### src/rtl/phy_pkg.sv
// Shared PHY symbol definitions and receive-sync state encoding.
package phy_pkg;

  // Line symbols, shared with the transmit side.
  localparam logic [7:0] COMMA = 8'hBC;
  localparam logic [7:0] IDLE  = 8'h7C;

  // Word-lock state of the receive sync controller.
  typedef enum logic {
    SEARCH = 1'b0,
    LOCKED = 1'b1
  } sync_state_e;

endpackage

### src/rtl/phy_rx_sync_ctrl.sv
// Receive word-lock controller: acquires lock on consecutive commas, then
// steers each data byte to a demux lane and realigns the lane pointer on commas.
module phy_rx_sync_ctrl
  import phy_pkg::*;
#(
  parameter int unsigned NUM_LANES  = 4,
  parameter int unsigned LOCK_COUNT = 4,
  parameter int unsigned MAX_GAP    = 64
) (
  input  logic                         clk_4f,
  input  logic                         reset,
  input  logic [7:0]                   data_in,
  input  logic                         valid_in,
  output logic                         active,
  output logic [7:0]                   data_out,
  output logic [$clog2(NUM_LANES)-1:0] lane_sel,
  output logic                         valid_out,
  output logic                         lock_loss
);

  localparam int unsigned LANE_W  = $clog2(NUM_LANES);
  localparam int unsigned COMMA_W = $clog2(LOCK_COUNT + 1);
  localparam int unsigned GAP_W   = $clog2(MAX_GAP + 1) + 1;

  // The comma that brings comma_cnt up to LOCK_COUNT is the one seen at LOCK_COUNT-1.
  localparam logic [COMMA_W-1:0] COMMA_LAST = COMMA_W'(LOCK_COUNT - 1);
  localparam logic [GAP_W-1:0]   GAP_LIMIT  = GAP_W'(MAX_GAP);

  sync_state_e        state_q, state_d;
  logic [COMMA_W-1:0] comma_cnt_q, comma_cnt_d;
  logic [GAP_W-1:0]   gap_cnt_q, gap_cnt_d;
  logic [LANE_W-1:0]  lane_ptr_q, lane_ptr_d;

  logic is_comma;
  logic is_idle;
  logic fwd;
  logic loss;

  assign is_comma = (data_in == COMMA);
  assign is_idle  = (data_in == IDLE);

  // Next-state, counter and forwarding decisions for the sampled word.
  always_comb begin
    state_d     = state_q;
    comma_cnt_d = comma_cnt_q;
    gap_cnt_d   = gap_cnt_q;
    lane_ptr_d  = lane_ptr_q;
    fwd         = 1'b0;
    loss        = 1'b0;

    if (valid_in) begin
      unique case (state_q)
        SEARCH: begin
          if (is_comma) begin
            if (comma_cnt_q == COMMA_LAST) begin
              state_d     = LOCKED;
              comma_cnt_d = '0;
              gap_cnt_d   = '0;
              lane_ptr_d  = '0;
            end else begin
              comma_cnt_d = comma_cnt_q + COMMA_W'(1);
            end
          end else begin
            comma_cnt_d = '0;
          end
        end

        LOCKED: begin
          if (is_comma) begin
            // A comma always wins, even on the word that would overflow the gap.
            gap_cnt_d  = '0;
            lane_ptr_d = '0;
          end else if (gap_cnt_q >= GAP_LIMIT) begin
            // Too long without a comma: drop lock and discard this word.
            state_d     = SEARCH;
            loss        = 1'b1;
            comma_cnt_d = '0;
            gap_cnt_d   = '0;
            lane_ptr_d  = '0;
          end else begin
            gap_cnt_d = gap_cnt_q + GAP_W'(1);
            if (!is_idle) begin
              fwd        = 1'b1;
              lane_ptr_d = lane_ptr_q + LANE_W'(1);
            end
          end
        end

        default: state_d = SEARCH;
      endcase
    end
  end

  // State and counter registers; held whenever valid_in is low.
  always_ff @(posedge clk_4f or posedge reset) begin
    if (reset) begin
      state_q     <= SEARCH;
      comma_cnt_q <= '0;
      gap_cnt_q   <= '0;
      lane_ptr_q  <= '0;
    end else begin
      state_q     <= state_d;
      comma_cnt_q <= comma_cnt_d;
      gap_cnt_q   <= gap_cnt_d;
      lane_ptr_q  <= lane_ptr_d;
    end
  end

  // Output register: forwarded byte, its lane, and the one-cycle strobes.
  always_ff @(posedge clk_4f or posedge reset) begin
    if (reset) begin
      data_out  <= 8'h00;
      lane_sel  <= '0;
      valid_out <= 1'b0;
      lock_loss <= 1'b0;
    end else begin
      valid_out <= fwd;
      lock_loss <= loss;
      if (fwd) begin
        data_out <= data_in;
        lane_sel <= lane_ptr_q;
      end
    end
  end

  assign active = (state_q == LOCKED);

endmodule

### config.mk
export PLATFORM = sky130hd
export DESIGN_NAME = phy_rx_sync_ctrl
export DESIGN_NICKNAME = d
export VERILOG_FILES = /design/src/rtl/phy_pkg.sv /design/src/rtl/phy_rx_sync_ctrl.sv
export SDC_FILE = /design/constraint.sdc
export NUM_CORES = 1
export LEC_CHECK = 0
export CORE_MARGIN = 2
export CORE_UTILIZATION = 51
export DETAILED_ROUTE_END_ITERATION = 8
export PLACE_DENSITY = 0.78
export SLEW_MARGIN = 10
export SYNTH_ARGS = -nofsm -noshare
export SYNTH_HDL_FRONTEND = slang
export SYNTH_SLANG_ARGS = --single-unit
export TNS_END_PERCENT = 100
### constraint.sdc
create_clock -name clk_4f -period 2.3 [get_ports clk_4f]
set_clock_uncertainty 0.2 [all_clocks]
set_input_delay 0.46 -clock clk_4f [delete_from_list [all_inputs] [get_ports clk_4f]]
set_output_delay 0.46 -clock clk_4f [all_outputs]
set_load 0.02 [all_outputs]
==> results.cfg <==
[synth]
synth_top_flop_cell = dfrtp_1
async_flop_share = 1.00
netlist_area_um2 = 1320
seq_area_frac_synth = 0.491
synth-edff-count = 0
yosys_warnings = 0
synth_cell_types = 43
avgSynthCellArea_um2 = 11.8
synth_seq_cells = 26
syn_inst = 112
synth_fp_nets = 125

[worst_setup_path]
cp.arrival_ns = 1.43
worst_path_largest_cell_delay_ns = 0.64
crit_type = flop to primary output
cp-start-kind = flop
crit_family = buffers and inverters
worst-path-buf-inv = 1
worstReg2RegStart = gap_cnt_q[7]$_DFFE_PP0P_
r2r_cells = 4
cp_cell_sequence = clkdlybuf4s50_1
cp-end-kind = primary output
critPathLaunch = active$_DFFE_PP0P_
critPathMaxFanout = 7
cp.depth = 1
cp_slowest_cell = clkdlybuf4s50_1
required_ns = 1.64

[sta]
timing.hold.ws_ns = 0.288
fin_tns_setup_ns = 0
worst_slew_pin_slew_ns = 0.554
period_needed_ns = 2.09
post-route-period-util = 0.908
grt_setup_unrepaired = false
hold_viol_final = 0
worst_slack_ns = 0.212
clock.fmax_ghz = 0.479
slew_headroom = 0.630
setup_viol = 0
maxSlewViolCount = 0

[floorplan]
initial_core_util = 0.534
rows = 18
io_pins = 24
die_h_um = 54.9
core_um2 = 2480
die_area_um2 = 3020
die_w_um = 54.9

[clocking]
htree_levels = 1
cts.sinks = 26
postCtsSetupBuffers = 0
path_clk_slew_ns = 0.14
cts_buffer_depth = 2
cts_tree = yes
numCtsBuffers = 3
hold_buffers = 0
cts_root_buf = clkbuf_4
clkLatencyLatePin_ns = 0.32

[placement]
gp_congestion = 0.799
dp_hpwl_um = 2080
pre_cts_ws_ns = -0.297
place_area_um2 = 1690
io_buffer_count = 23

[final_layout]
fill_cells = 189
diodes = 0
drive_gt1_frac = 0.235
syn_to_final_growth_pct = 30.5
final_util = 0.697
final_cell_area_um2 = 1730
fin_nets = 167

[route]
ant_nets = 0
initialDrtViolationCount = 21
routedWlPerCell_um = 15.2
vias_per_cell = 5.58
drc_errors = 0
firstDrtPassIters = 4
vias = 1022
wirelength_um = 2780

[status]
status = complete, no violations

[run]
drv_cap = 0

[pwr]
ir_drop_mv = 0.441
p_per_area_nw_per_um2 = 470
leakage_nw = 0.775

[global_route]
antenna_found_initial = 0
grt_max_degree = 27
gr-total-overflow = 0
grt_pass1_vias = 1067
grt_first_pass_wirelength_um = 4500
grt_usage = 0.208

[worst_hold_path]
min_path_type = input pin to asynchronous set/reset pin
per-stage QoR:
stage	total power [mW]	instances
floorplan	0.522	112
CTS	0.821	183
global placement	0.585	179
finish	0.812	183
detailed placement	0.588	179
global route	0.847	183
Yosys cell counts (2+ instances only):
cell type | number | area [um2]
a21oi_1 | 2 | 10.0
a32oi_1 | 2 | 17.5
and2_1 | 2 | 12.5
buf_6 | 3 | 33.8
dfrtp_1 | 26 | 651
ha_1 | 2 | 25.0
inv_1 | 5 | 18.8
mux2_1 | 6 | 67.6
mux2_2 | 3 | 33.8
nand2_1 | 11 | 41.3
nand3_1 | 2 | 10.0
nor2_1 | 6 | 22.5
nor3_1 | 4 | 20.0
nor3_2 | 2 | 20.0
nor3b_1 | 2 | 15.0
o21ai_0 | 6 | 30.0
o22ai_1 | 2 | 12.5
routing by layer:
metal	vias to the layer above	GRT usage	wire length (um)
met5	-	0	0
met4	0	0.0894	19
met3	4	0.0242	118
met2	22	0.363	1440
met1	501	0.260	1200
li1	495	-	-
registers in the layout, indices dropped and copies added (netlist names):
name and cells:
data_out 8, gap_cnt_q 8, comma_cnt_q 3, lane_ptr_q 2, valid_out 1, active 1
lane_sel 2, lock_loss 1
cells in the final DEF, fill, tap and decap left out, types with 2 or more instances in the layout:
master	n
inv_1	5
o22ai_1	2
dfrtp_1	26
and2_1	2
ha_1	2
nor3_1	4
mux2_2	3
clkbuf_4	3
buf_4	17
a21oi_1	2
nand3_1	2
nor3b_1	2
o21ai_0	6
nor2_1	6
nand2_1	11
mux2_1	6
clkdlybuf4s50_1	23
a32oi_1	2
final timing paths:
| kind | endpoint | slack, ns |
|---|---|---|
| max in group asynchronous | lane_sel[0]$_DFFE_PP0P_ | 1.36 |
| min | lane_sel[1]$_DFFE_PP0P_ | 0.29 |
| min reg2reg | data_out[7]$_DFFE_PP0P_ | 0.30 |
| max | active | 0.21 |
| max reg2reg | data_out[0]$_DFFE_PP0P_ | 0.25 |
| min in group clk_4f | data_out[7]$_DFFE_PP0P_ | 0.30 |
power breakdown:
| part | switching (mW) | leakage (nW) | internal [mW] | total (mW) |
|---|---|---|---|---|
| Clock | 0.136 | 0.0210 | 0.0967 | 0.233 |
| Sequential | 0.00639 | 0.350 | 0.468 | 0.474 |
| Combinational | 0.0488 | 0.404 | 0.0560 | 0.105 |
repair_timing:
item                                   4_1_cts  5_1_grt
gates resized for setup                      0        1
setup endpoints to repair                    0        9
endpoints found under the hold margin        0        0
final cells by class:
cell class                      instances  area, um2  area share
Sequential cell                        26        651       0.377
Clock buffer                            4       36.3      0.0210
Inverter                                5       18.8      0.0109
Multi-Input combinational cell         78        627       0.363
Tap cell                               30       37.5      0.0217
Timing Repair Buffer                   40        358       0.207
cells by family (layout without fill, tap and decap cells):
kind of cell / count (synthesis) / in the layout / synth area share
compound gates: 27 / 27 / 0.166
mux: 9 / 9 / 0.0766
xor+xnor: 1 / 1 / 0.00662
simple gates: 39 / 39 / 0.200
flops: 26 / 26 / 0.491
buf+inv: 8 / 49 / 0.0397
fa+ha+maj: 2 / 2 / 0.0189
No activity file was read; power rests on OpenSTA's default activity.
